**config.mk**
```make
export PLATFORM = sky130hd
export DESIGN_NAME = ex_div_ctrl
export DESIGN_NICKNAME = d
export VERILOG_FILES = /design/src/rtl/ex_div_pkg.sv /design/src/rtl/ex_div_step.sv /design/src/rtl/ex_div_ctrl.sv
export SDC_FILE = /design/constraint.sdc
export NUM_CORES = 1
export LEC_CHECK = 0
export CORE_MARGIN = 4
export CORE_UTILIZATION = 40
export DETAILED_ROUTE_END_ITERATION = 10
export PLACE_DENSITY = 0.7
export SLEW_MARGIN = 10
export SYNTH_ARGS = -nofsm -noshare
export SYNTH_HDL_FRONTEND = slang
export SYNTH_SLANG_ARGS = --single-unit
export TNS_END_PERCENT = 10
```
**constraint.sdc**
```tcl
create_clock -name clk_i -period 4.3 [get_ports clk_i]
set_input_delay 0.86 -clock clk_i [delete_from_list [all_inputs] [get_ports clk_i]]
set_output_delay 0.86 -clock clk_i [all_outputs]
set_load 0.02 [all_outputs]
```
**src/rtl/ex_div_pkg.sv**
```systemverilog
// Shared types and constants for the RV32M divide/remainder sequencer.
// Latency: n/a (types, constants and helper functions only).
// Backpressure: n/a.
package ex_div_pkg;

  typedef enum logic [1:0] {
    DIV  = 2'b00,
    DIVU = 2'b01,
    REM  = 2'b10,
    REMU = 2'b11
  } div_op_e;

  typedef enum logic [1:0] {
    IDLE = 2'b00,
    CALC = 2'b01,
    DONE = 2'b10
  } div_state_e;

  localparam int XLEN = 32;

  // Quotient returned for a zero divisor.
  localparam logic [XLEN-1:0] DIV_ZERO_QUO     = '1;
  // Most negative dividend; with divisor -1 the signed quotient overflows.
  localparam logic [XLEN-1:0] DIV_OVF_DIVIDEND = 32'h8000_0000;

  function automatic logic op_is_signed(input div_op_e op);
    return (op == DIV) || (op == REM);
  endfunction

  function automatic logic op_is_rem(input div_op_e op);
    return (op == REM) || (op == REMU);
  endfunction

endpackage

```
**src/rtl/ex_div_step.sv**
```systemverilog
// One radix-2 restoring division step: shift {rem,quo} left, trial-subtract divisor.
// Latency: purely combinational, zero cycles.
// Backpressure: none; output follows inputs.
module ex_div_step #(
  parameter int DATA_WIDTH = 32
) (
  input  logic [DATA_WIDTH-1:0] rem,
  input  logic [DATA_WIDTH-1:0] quo,
  input  logic [DATA_WIDTH-1:0] divisor,
  output logic [DATA_WIDTH-1:0] next_rem,
  output logic [DATA_WIDTH-1:0] next_quo
);

  // rem < divisor always holds on entry, so the shifted partial remainder
  // needs one extra bit; the trial result's top bit is the borrow.
  logic [DATA_WIDTH:0] shifted;
  logic [DATA_WIDTH:0] trial;
  logic                borrow;

  // Trial subtraction; keep it only when it does not borrow.
  always_comb begin
    shifted  = {rem, quo[DATA_WIDTH-1]};
    trial    = shifted - {1'b0, divisor};
    borrow   = trial[DATA_WIDTH];
    next_rem = borrow ? shifted[DATA_WIDTH-1:0] : trial[DATA_WIDTH-1:0];
    next_quo = {quo[DATA_WIDTH-2:0], ~borrow};
  end

endmodule

```
**src/rtl/ex_div_ctrl.sv**
```systemverilog
// RV32M DIV/DIVU/REM/REMU sequencer, restoring radix-2, one quotient bit per cycle.
// Latency: valid_o 33 cycles after start (1 cycle for div-by-zero/overflow, and early-out if DIV_EARLY_OUT_EN).
// Backpressure: busy_o holds the pipeline while not IDLE; start_i ignored outside IDLE; flush_i aborts.
module ex_div_ctrl
  import ex_div_pkg::*;
#(
  parameter int DATA_WIDTH = 32,
  parameter int CNT_WIDTH  = $clog2(DATA_WIDTH)
) (
  input  logic                  clk_i,
  input  logic                  rst_i,
  input  logic                  start_i,
  input  logic [1:0]            op_i,
  input  logic [DATA_WIDTH-1:0] dividend_i,
  input  logic [DATA_WIDTH-1:0] divisor_i,
  input  logic [4:0]            reg_waddr_i,
  input  logic                  flush_i,
  output logic                  busy_o,
  output logic                  valid_o,
  output logic [DATA_WIDTH-1:0] result_o,
  output logic                  reg_wen_o,
  output logic [4:0]            reg_waddr_o
);

  div_state_e            state_q, state_d;
  div_op_e               op_q;
  logic [DATA_WIDTH-1:0] rem_q, quo_q, dvs_q;
  logic                  quo_neg_q, rem_neg_q, bypass_q;
  logic [CNT_WIDTH-1:0]  cnt_q;
  logic [4:0]            waddr_q, waddr_out_q;
  logic [DATA_WIDTH-1:0] result_q;

  div_op_e               op_in;
  logic                  in_signed, dvd_neg, dvs_neg;
  logic [DATA_WIDTH-1:0] dvd_abs, dvs_abs;
  logic                  div_zero, ovf, early, quick, accept, last_step;
  logic [DATA_WIDTH-1:0] step_rem, step_quo;
  logic [DATA_WIDTH-1:0] quo_fin, rem_fin, final_res;

  // Decode the incoming request: magnitudes and the cases that skip iteration.
  always_comb begin
    op_in     = div_op_e'(op_i);
    in_signed = op_is_signed(op_in);
    dvd_neg   = in_signed & dividend_i[DATA_WIDTH-1];
    dvs_neg   = in_signed & divisor_i[DATA_WIDTH-1];
    dvd_abs   = dvd_neg ? -dividend_i : dividend_i;
    dvs_abs   = dvs_neg ? -divisor_i : divisor_i;
    div_zero  = (divisor_i == '0);
    ovf       = in_signed && (dividend_i == DATA_WIDTH'(DIV_OVF_DIVIDEND)) && (divisor_i == '1);
`ifdef DIV_EARLY_OUT_EN
    early     = !div_zero && (dvd_abs < dvs_abs);
`else
    early     = 1'b0;
`endif
    quick     = div_zero | ovf | early;
    accept    = (state_q == IDLE) && start_i && !flush_i;
    last_step = (cnt_q == CNT_WIDTH'(DATA_WIDTH - 1));
  end

  ex_div_step #(
    .DATA_WIDTH (DATA_WIDTH)
  ) u_step (
    .rem      (rem_q),
    .quo      (quo_q),
    .divisor  (dvs_q),
    .next_rem (step_rem),
    .next_quo (step_quo)
  );

  // State register.
  always_ff @(posedge clk_i) begin
    if (rst_i) state_q <= IDLE;
    else       state_q <= state_d;
  end

  // Next state and handshake outputs; flush overrides everything.
  always_comb begin
    state_d = state_q;
    busy_o  = (state_q != IDLE);
    valid_o = 1'b0;
    case (state_q)
      IDLE: if (start_i) state_d = quick ? DONE : CALC;
      CALC: if (last_step) state_d = DONE;
      DONE: begin
        valid_o = ~flush_i;
        state_d = IDLE;
      end
      default: state_d = IDLE;
    endcase
    if (flush_i) state_d = IDLE;
  end

  assign reg_wen_o = valid_o;

  // Apply result signs; pre-computed special results are already final.
  always_comb begin
    quo_fin = quo_q;
    rem_fin = rem_q;
    if (!bypass_q) begin
      if (quo_neg_q) quo_fin = -quo_q;
      if (rem_neg_q) rem_fin = -rem_q;
    end
    final_res = op_is_rem(op_q) ? rem_fin : quo_fin;
  end

  // Outputs show the live result in DONE and hold it afterwards.
  assign result_o    = valid_o ? final_res : result_q;
  assign reg_waddr_o = valid_o ? waddr_q : waddr_out_q;

  // Operand capture, iteration and result hold registers.
  always_ff @(posedge clk_i) begin
    if (rst_i) begin
      op_q        <= DIV;
      rem_q       <= '0;
      quo_q       <= '0;
      dvs_q       <= '0;
      quo_neg_q   <= 1'b0;
      rem_neg_q   <= 1'b0;
      bypass_q    <= 1'b0;
      cnt_q       <= '0;
      waddr_q     <= '0;
      waddr_out_q <= '0;
      result_q    <= '0;
    end else begin
      if (accept) begin
        op_q      <= op_in;
        waddr_q   <= reg_waddr_i;
        cnt_q     <= '0;
        dvs_q     <= dvs_abs;
        quo_neg_q <= dvd_neg ^ dvs_neg;
        rem_neg_q <= dvd_neg;
        bypass_q  <= quick;
        if (div_zero) begin
          quo_q <= DATA_WIDTH'(DIV_ZERO_QUO);
          rem_q <= dividend_i;
        end else if (ovf) begin
          quo_q <= DATA_WIDTH'(DIV_OVF_DIVIDEND);
          rem_q <= '0;
        end else if (early) begin
          quo_q <= '0;
          rem_q <= dividend_i;
        end else begin
          quo_q <= dvd_abs;
          rem_q <= '0;
        end
      end else if (state_q == CALC) begin
        rem_q <= step_rem;
        quo_q <= step_quo;
        cnt_q <= cnt_q + CNT_WIDTH'(1);
      end
      if (valid_o) begin
        result_q    <= final_res;
        waddr_out_q <= waddr_q;
      end
    end
  end

endmodule

```
==> results of run 1 <==
## stage by stage
stage	total power, W	worst slack, ns	util (%)	instance area (µm²)	hold WS [ns]
after floorplan	0.00291	1.00	-	11300	0.432
after global placement	0.00346	0.339	46.6	12900	0.441
after detailed placement	0.00349	0.261	46.6	12900	0.444
after CTS	0.00505	-0.0461	48.8	13600	0.452
after global routing	0.00535	-0.165	49.0	13600	0.477
final	0.00509	0.00874	49.0	13600	0.453
## path summary, 6_finish.rpt
check                    startpoint                      to  slack [ns]  cells past startpoint
max           quo_q[6]$_SDFFE_PP0P_            result_o[27]       0.009                      9
min          dvs_q[31]$_SDFFE_PP0P_  dvs_q[31]$_SDFFE_PP0P_        0.45                      2
max reg2reg  rem_q[14]$_SDFFE_PP0P_  rem_q[24]$_SDFFE_PP0P_        0.58                     10
min reg2reg  dvs_q[31]$_SDFFE_PP0P_  dvs_q[31]$_SDFFE_PP0P_        0.45                      2
## where the power goes
part / leakage (nW) / total, W / switching (W) / internal [W]
registers: 1.22 / 0.00161 / 0.000135 / 0.00147
logic: 3.89 / 0.00192 / 0.00114 / 0.000777
clock network: 0.288 / 0.00156 / 0.000646 / 0.000918
total: 5.40 / 0.00509 / 0.00192 / 0.00317
## layout by cell type (no fill, tap or decap), types with 13 or more instances in the layout
cell type / n
a211oi_1: 58
a21o_1: 28
a21oi_1: 146
a221oi_1: 13
a31oi_1: 14
and2_1: 30
buf_4: 53
clkbuf_16: 17
clkdlybuf4s50_1: 99
dfxtp_1: 149
ha_1: 39
inv_1: 58
nand2_1: 168
nand2b_1: 17
nand3_1: 25
nand4_1: 17
nor2_1: 152
nor3_1: 54
o21ai_0: 91
o21ai_1: 15
o31ai_1: 22
or3_1: 25
xnor2_1: 55
xor2_1: 81
## area by class of cell
class	count	area, µm²
multi-input cells	1233	7750
clock inverters	13	171
well taps	378	473
flip-flops and latches	149	2980
inverters	59	221
repair buffers	168	1580
fillers	2811	14200
clock buffers	18	429
## flip-flops by register name, summed over array words and instances (netlist names)
signal and count:
waddr_out_q 5, quo_neg_q 1, quo_q 32, op_q 1
dvs_q 32, rem_neg_q 1, state_q 2, cnt_q 5
waddr_q 5, result_q 32, rem_q 32, bypass_q 1
## critical path, cell delays in order (launching register included)
cell and delay (ns):
dfxtp_1 0.35, or4_1 0.60, nor4_2 0.25, and3_2 0.29, nand2_1 0.15, o41ai_1 0.36, xnor2_1 0.16, o21ai_1 0.12
nand2_1 0.10, clkdlybuf4s50_1 0.62
## routing by layer
metal	vias to the layer above	GRT usage, %
met4	0	7.80
met3	91	6.25
li1	5719	-
met5	-	0
met2	518	38.3
met1	5529	33.2
## cell usage after synthesis, types with 8 or more instances
library cell / instances / area share, %
dfxtp_1: 149 / 26
ha_1: 39 / 4.3
and3_1: 13 / 0.72
nand2b_1: 17 / 0.94
o31ai_1: 22 / 1.5
a31oi_1: 14 / 0.78
xor2_1: 81 / 6.3
clkbuf_1: 69 / 2.3
nor2_1: 153 / 5.1
a211oi_1: 60 / 4.0
a21o_1: 28 / 1.9
o211ai_1: 9 / 0.60
o22ai_1: 8 / 0.44
nand3_1: 25 / 1.1
mux2i_1: 9 / 0.80
o21ai_0: 93 / 4.1
xnor2_1: 55 / 4.3
o41ai_1: 8 / 0.62
o21ai_1: 13 / 0.58
nor2b_1: 8 / 0.44
and2_1: 30 / 1.7
nor3_1: 54 / 2.4
or4_1: 9 / 0.60
buf_2: 16 / 0.71
nor4_1: 15 / 0.83
inv_1: 58 / 1.9
nand4_1: 17 / 0.94
a21oi_1: 146 / 6.5
nand2_1: 169 / 5.6
or3_1: 26 / 1.4
a221oi_1: 13 / 1.0
## logic make-up after synthesis
| kind of cell | Yosys count | share of synthesized area, % |
|---|---|---|
| AO/OA/AOI/OAI | 478 | 27.3 |
| XOR/XNOR | 136 | 10.6 |
| adder cells (fa/ha/maj) | 40 | 4.50 |
| buffers and inverters | 156 | 5.63 |
| flip-flops | 149 | 26.4 |
| multiplexers | 12 | 1.10 |
| AND/OR/NAND/NOR | 567 | 24.5 |
## repair_timing
action	CTS	global route
resized for setup	12	15
hold buffers	0	0
setup endpoints to repair	16	13
==> summary.txt, run 1 <==
Status
  • Status: complete, no violations

Placed design
  • Placed Cells: 1987
  • Routability cong.: 0.985
  • Port Buffer Count: 114
  • DP Wirelength: 29700 µm

STA
  • RSZ-0062 raised after global routing: yes
  • Worst-margin pin slew: 1.14 ns
  • Min cycle time layout: 4.29 ns
  • Fin Setup TNS: 0 ns
  • Clock Skew: 0.0118 ns
  • # setup viols final: 0
  • Worst slew margin: 23.7%
  • Max Slew Vio Count: 0
  • Final period utilization: 99.8%
  • Final hold vios: 0
  • Fmax: 0.233 GHz

Clocking
  • Clock Sinks: 149
  • H-tree depth: 4
  • Post-CTS Setup Bufs: 0
  • Clk slew on worst S/H paths: 0.07 ns
  • Number of clock buffers inserted by TritonCTS: 17
  • CTS tree: done
  • Clock Latency Late Sink: 0.44 ns
  • CTS root buffer: clkbuf_16
  • Max Buffers Root-to-Sink: 2

Floorplan
  • Height of the die: 176 µm
  • Die ar.: 31000 µm²
  • Core Region: 27800 µm²
  • Initial Util: 40.6%
  • FP Rows: 61
  • Die width: 176 µm
  • Ports: 115

Global routing
  • Largest net degree at the start of global routing: 80
  • Antenna violations before repair: 0
  • Vias in the first global route: 11100
  • Grt total ovfl: 0
  • Global-route wire length before repair: 60800 µm
  • Global Route Usage Sum: 24.5%

Synthesis
  • Sequential share of the synthesized area: 26.4%
  • Syn Inst Count: 1538
  • Yosys reg bits: 149
  • Syn Nets: 1653
  • Asr flop ratio synth: 0%
  • Top FF cell, synth: dfxtp_1
  • Cell variety after synth: 86
  • Synthesized area: 11300 µm²
  • Yosys warning count: 0
  • Post-synth EDFFs: 0
  • Syn avg cell area: 7.34 µm²

Setup path
  • CP arrival: 3.43 ns
  • CP endpoint kind: output pin
  • CP Max Fanout: 6
  • Critical Path RT: 3.44 ns
  • Worst setup SP type: register
  • CP Class: register to output pin

Routing
  • Highest Signal Layer: met4
  • Total wire length: 39000 µm
  • Met3 WL post-DR: 3950 µm
  • Final ANT Viol Nets: 0
  • Via density: 5.88
  • M1 WL: 16600 µm
  • Iteration-0 DRC count of the detailed router: 1245
  • Length of routed met2 wiring: 17200 µm
  • Drc violations: 0
  • WL per Instance: 19.3 µm
  • DR pass1 iterations: 6
  • Via count: 11900

Finish
  • Non-Filler Instances: 2018
  • Area growth syn-to-layout: 20.5%
  • Proportion of layout cells with a drive suffix above 1: 8.11%
  • Final #Nets: 1743
  • N_diodes: 0

Flow run
  • Max-cap check violation count: 0

Power
  • Peak supply drop: 303 µV
  • P per Cell Area: 374 nW/µm²
  • Leakage: 5.40 nW

Worst hold path
  • Min-Delay Path Class: register to register
Power figures use the tool's default switching activity.
==> inputs of run 2 (changes only) <==
--- a/config.mk
+++ b/config.mk
@@ -7,6 +7,7 @@
 export LEC_CHECK = 0
 export CORE_MARGIN = 4
 export CORE_UTILIZATION = 40
+export CTS_CLUSTER_DIAMETER = 100
 export DETAILED_ROUTE_END_ITERATION = 10
 export PLACE_DENSITY = 0.7
 export SLEW_MARGIN = 10
==> results of run 2 <==
No change in the layout: final DEF, timing and power equal those of run 1.
==> RTL change: new RTL, config.mk and constraints of run 2 <==
`DATA_WIDTH` is set to 32 in 2 places; all go to 64.
--- a/src/rtl/ex_div_step.sv
+++ b/src/rtl/ex_div_step.sv
@@ -2,7 +2,7 @@
 // Latency: purely combinational, zero cycles.
 // Backpressure: none; output follows inputs.
 module ex_div_step #(
-  parameter int DATA_WIDTH = 32
+  parameter int DATA_WIDTH = 64
 ) (
   input  logic [DATA_WIDTH-1:0] rem,
   input  logic [DATA_WIDTH-1:0] quo,
--- a/src/rtl/ex_div_ctrl.sv
+++ b/src/rtl/ex_div_ctrl.sv
@@ -4,7 +4,7 @@
 module ex_div_ctrl
   import ex_div_pkg::*;
 #(
-  parameter int DATA_WIDTH = 32,
+  parameter int DATA_WIDTH = 64,
   parameter int CNT_WIDTH  = $clog2(DATA_WIDTH)
 ) (
   input  logic                  clk_i,
Ports: changed (resized dividend_i, divisor_i and result_o); port bits go from 115 to 211. No check against the original RTL was run, so the function may have changed too.
==> RTL change against run 2 <==
- the flow now finishes with violations (negative setup slack)
- highest routed layer is now met5
- cell area rose by 100%
- sequential cell count rose by 129
- setup slack got worse by 190 ps
- largest cell class unchanged
- combinational power rose by 130%
- sequential power rose by 83%
- synthesized cell count rose by 97%
- synthesized area rose by 96%
- power rose by 99%
- wire length rose by 100%
==> RTL change: results (changes against run 2) <==
syn_nets 3242 (was 1653); Worst Hold End dvs_q[34] (was dvs_q[31]); most common library cells after synthesis 345 x nor2_1, 344 x a21oi_1, 297 x nand2_1 (was 169 x nand2_1, 153 x nor2_1, 149 x dfxtp_1); r2r setup slk 260 ps (was 580 ps); Worst-Skew Late Latency 590 ps (was 440 ps); Final WS setup -182 ps (was 8.74 ps); htree depth 1 (was 4); vias in the first global route 21200 (was 11100); antenna violations before repair 4 (was 0); sequential-to-total area share from yosys stat 0.252 (was 0.264); synthesized area per cell 7.28 µm² (was 7.34 µm²); worst vdd ir 338 µV (was 303 µV); Initial DRC Count 2516 (was 1245); fraction of layout instances using a drive strength above 1 0.140 (was 0.0811); setup_tns -1630 ps (was 0 ps); Net Sw Frac 0.384 (was 0.377); Hold Path Origin dvs_q[34] (was dvs_q[31]); distinct cell type count after synthesis 91 (was 86); gpl congestion 0.989 (was 0.985); Comb power frac 0.435 (was 0.377); smallest hold slack 452 ps (was 453 ps); met2 usage 0.376 (was 0.383); Placement Cell Area 26200 µm² (was 12900 µm²); Max clock buf depth 3 (was 2); Detail Placement HPWL 62.0 mm (was 29.7 mm); clock skew 21.9 ps (was 11.8 ps); Port Buf Inserts 210 (was 114); endpoints failing setup 22 (was 0); GR Layer Usage met3 0.0400 (was 0.0625); R2R Path End rem_q[51] (was rem_q[24]); XOR/XNOR Fraction of Synth Area 0.118 (was 0.106); post-synthesis compound-gate area fraction 0.272 (was 0.273); multiplexer area fraction after synthesis 0.0215 (was 0.0110); failing checks negative setup slack; CP arrival 3620 ps (was 3430 ps); met1 global-route usage 0.368 (was 0.332); top post-synthesis cells by area dfxtp_1 25%, a21oi_1 7.8%, xor2_1 5.9%, xnor2_1 5.9%, nor2_1 5.9% (was dfxtp_1 26%, a21oi_1 6.5%, xor2_1 6.3%, nand2_1 5.6%, nor2_1 5.1%); Static Leak 0.0111 µW (was 0.00540 µW); status finished with violations (was finished, final reports clean); PD cells 368 nW/µm² (was 374 nW/µm²); GRT Overall Usage 0.250 (was 0.245); Worst slew margin 0.423 (was 0.237)
[RTL change: changes by cell type after synthesis, moves of 68 or more]
cell | run 2 | this run
a21oi_1 | 146 | 344
xnor2_1 | 55 | 148
nand2_1 | 169 | 297
xor2_1 | 81 | 149
nor2_1 | 153 | 345
dfxtp_1 | 149 | 278
clkbuf_1 | 69 | 156
[RTL change: routing by layer]
| metal | part of all wire | vias to the layer above |
|---|---|---|
| li1 | - | 11500 |
| met1 | 0.46 | 10700 |
| met2 | 0.42 | 1029 |
| met3 | 0.092 | 150 |
| met4 | 0.030 | 2 |
| met5 | 0.00016 | - |
[RTL change: layout make-up]
class | count | area (µm²)
flip-flops and latches | 278 | 5570
well taps | 696 | 871
fillers | 5384 | 26800
diodes | 3 | 7.51
clock inverters | 11 | 148
clock buffers | 44 | 905
multi-input cells | 2434 | 15500
inverters | 107 | 402
repair buffers | 456 | 4000
[RTL change: worst max-delay path, cell delays in order (launching register included)]
cell,delay (ps)
dfxtp_1,310
or3_4,390
nor4bb_1,280
buf_4,160
nand4_1,200
or3_4,450
or3_1,350
o31ai_2,210
xnor2_1,90
nor2_1,100
a21oi_1,60
mux2_2,290
buf_4,160
[RTL change: worst max path at each step]
stage,slack (ps),depth (start not counted),endpoint,startpoint
finish,-180,12,result_o[47],quo_q[2]
global placement,-260,11,result_o[63],rem_q[46]
detailed placement,-220,11,result_o[63],rem_q[46]
floorplan,420,11,result_o[60],rem_q[15]
CTS,-240,12,result_o[47],quo_q[2]
global route,-330,12,result_o[59],rem_q[15]
[RTL change: repair_timing]
| item | 4_1_cts | 5_1_grt |
|---|---|---|
| pin swaps | 18 | 21 |
| gates resized for setup | 122 | 102 |
| buffers inserted | 3 | 1 |
| setup endpoints to repair | 44 | 69 |
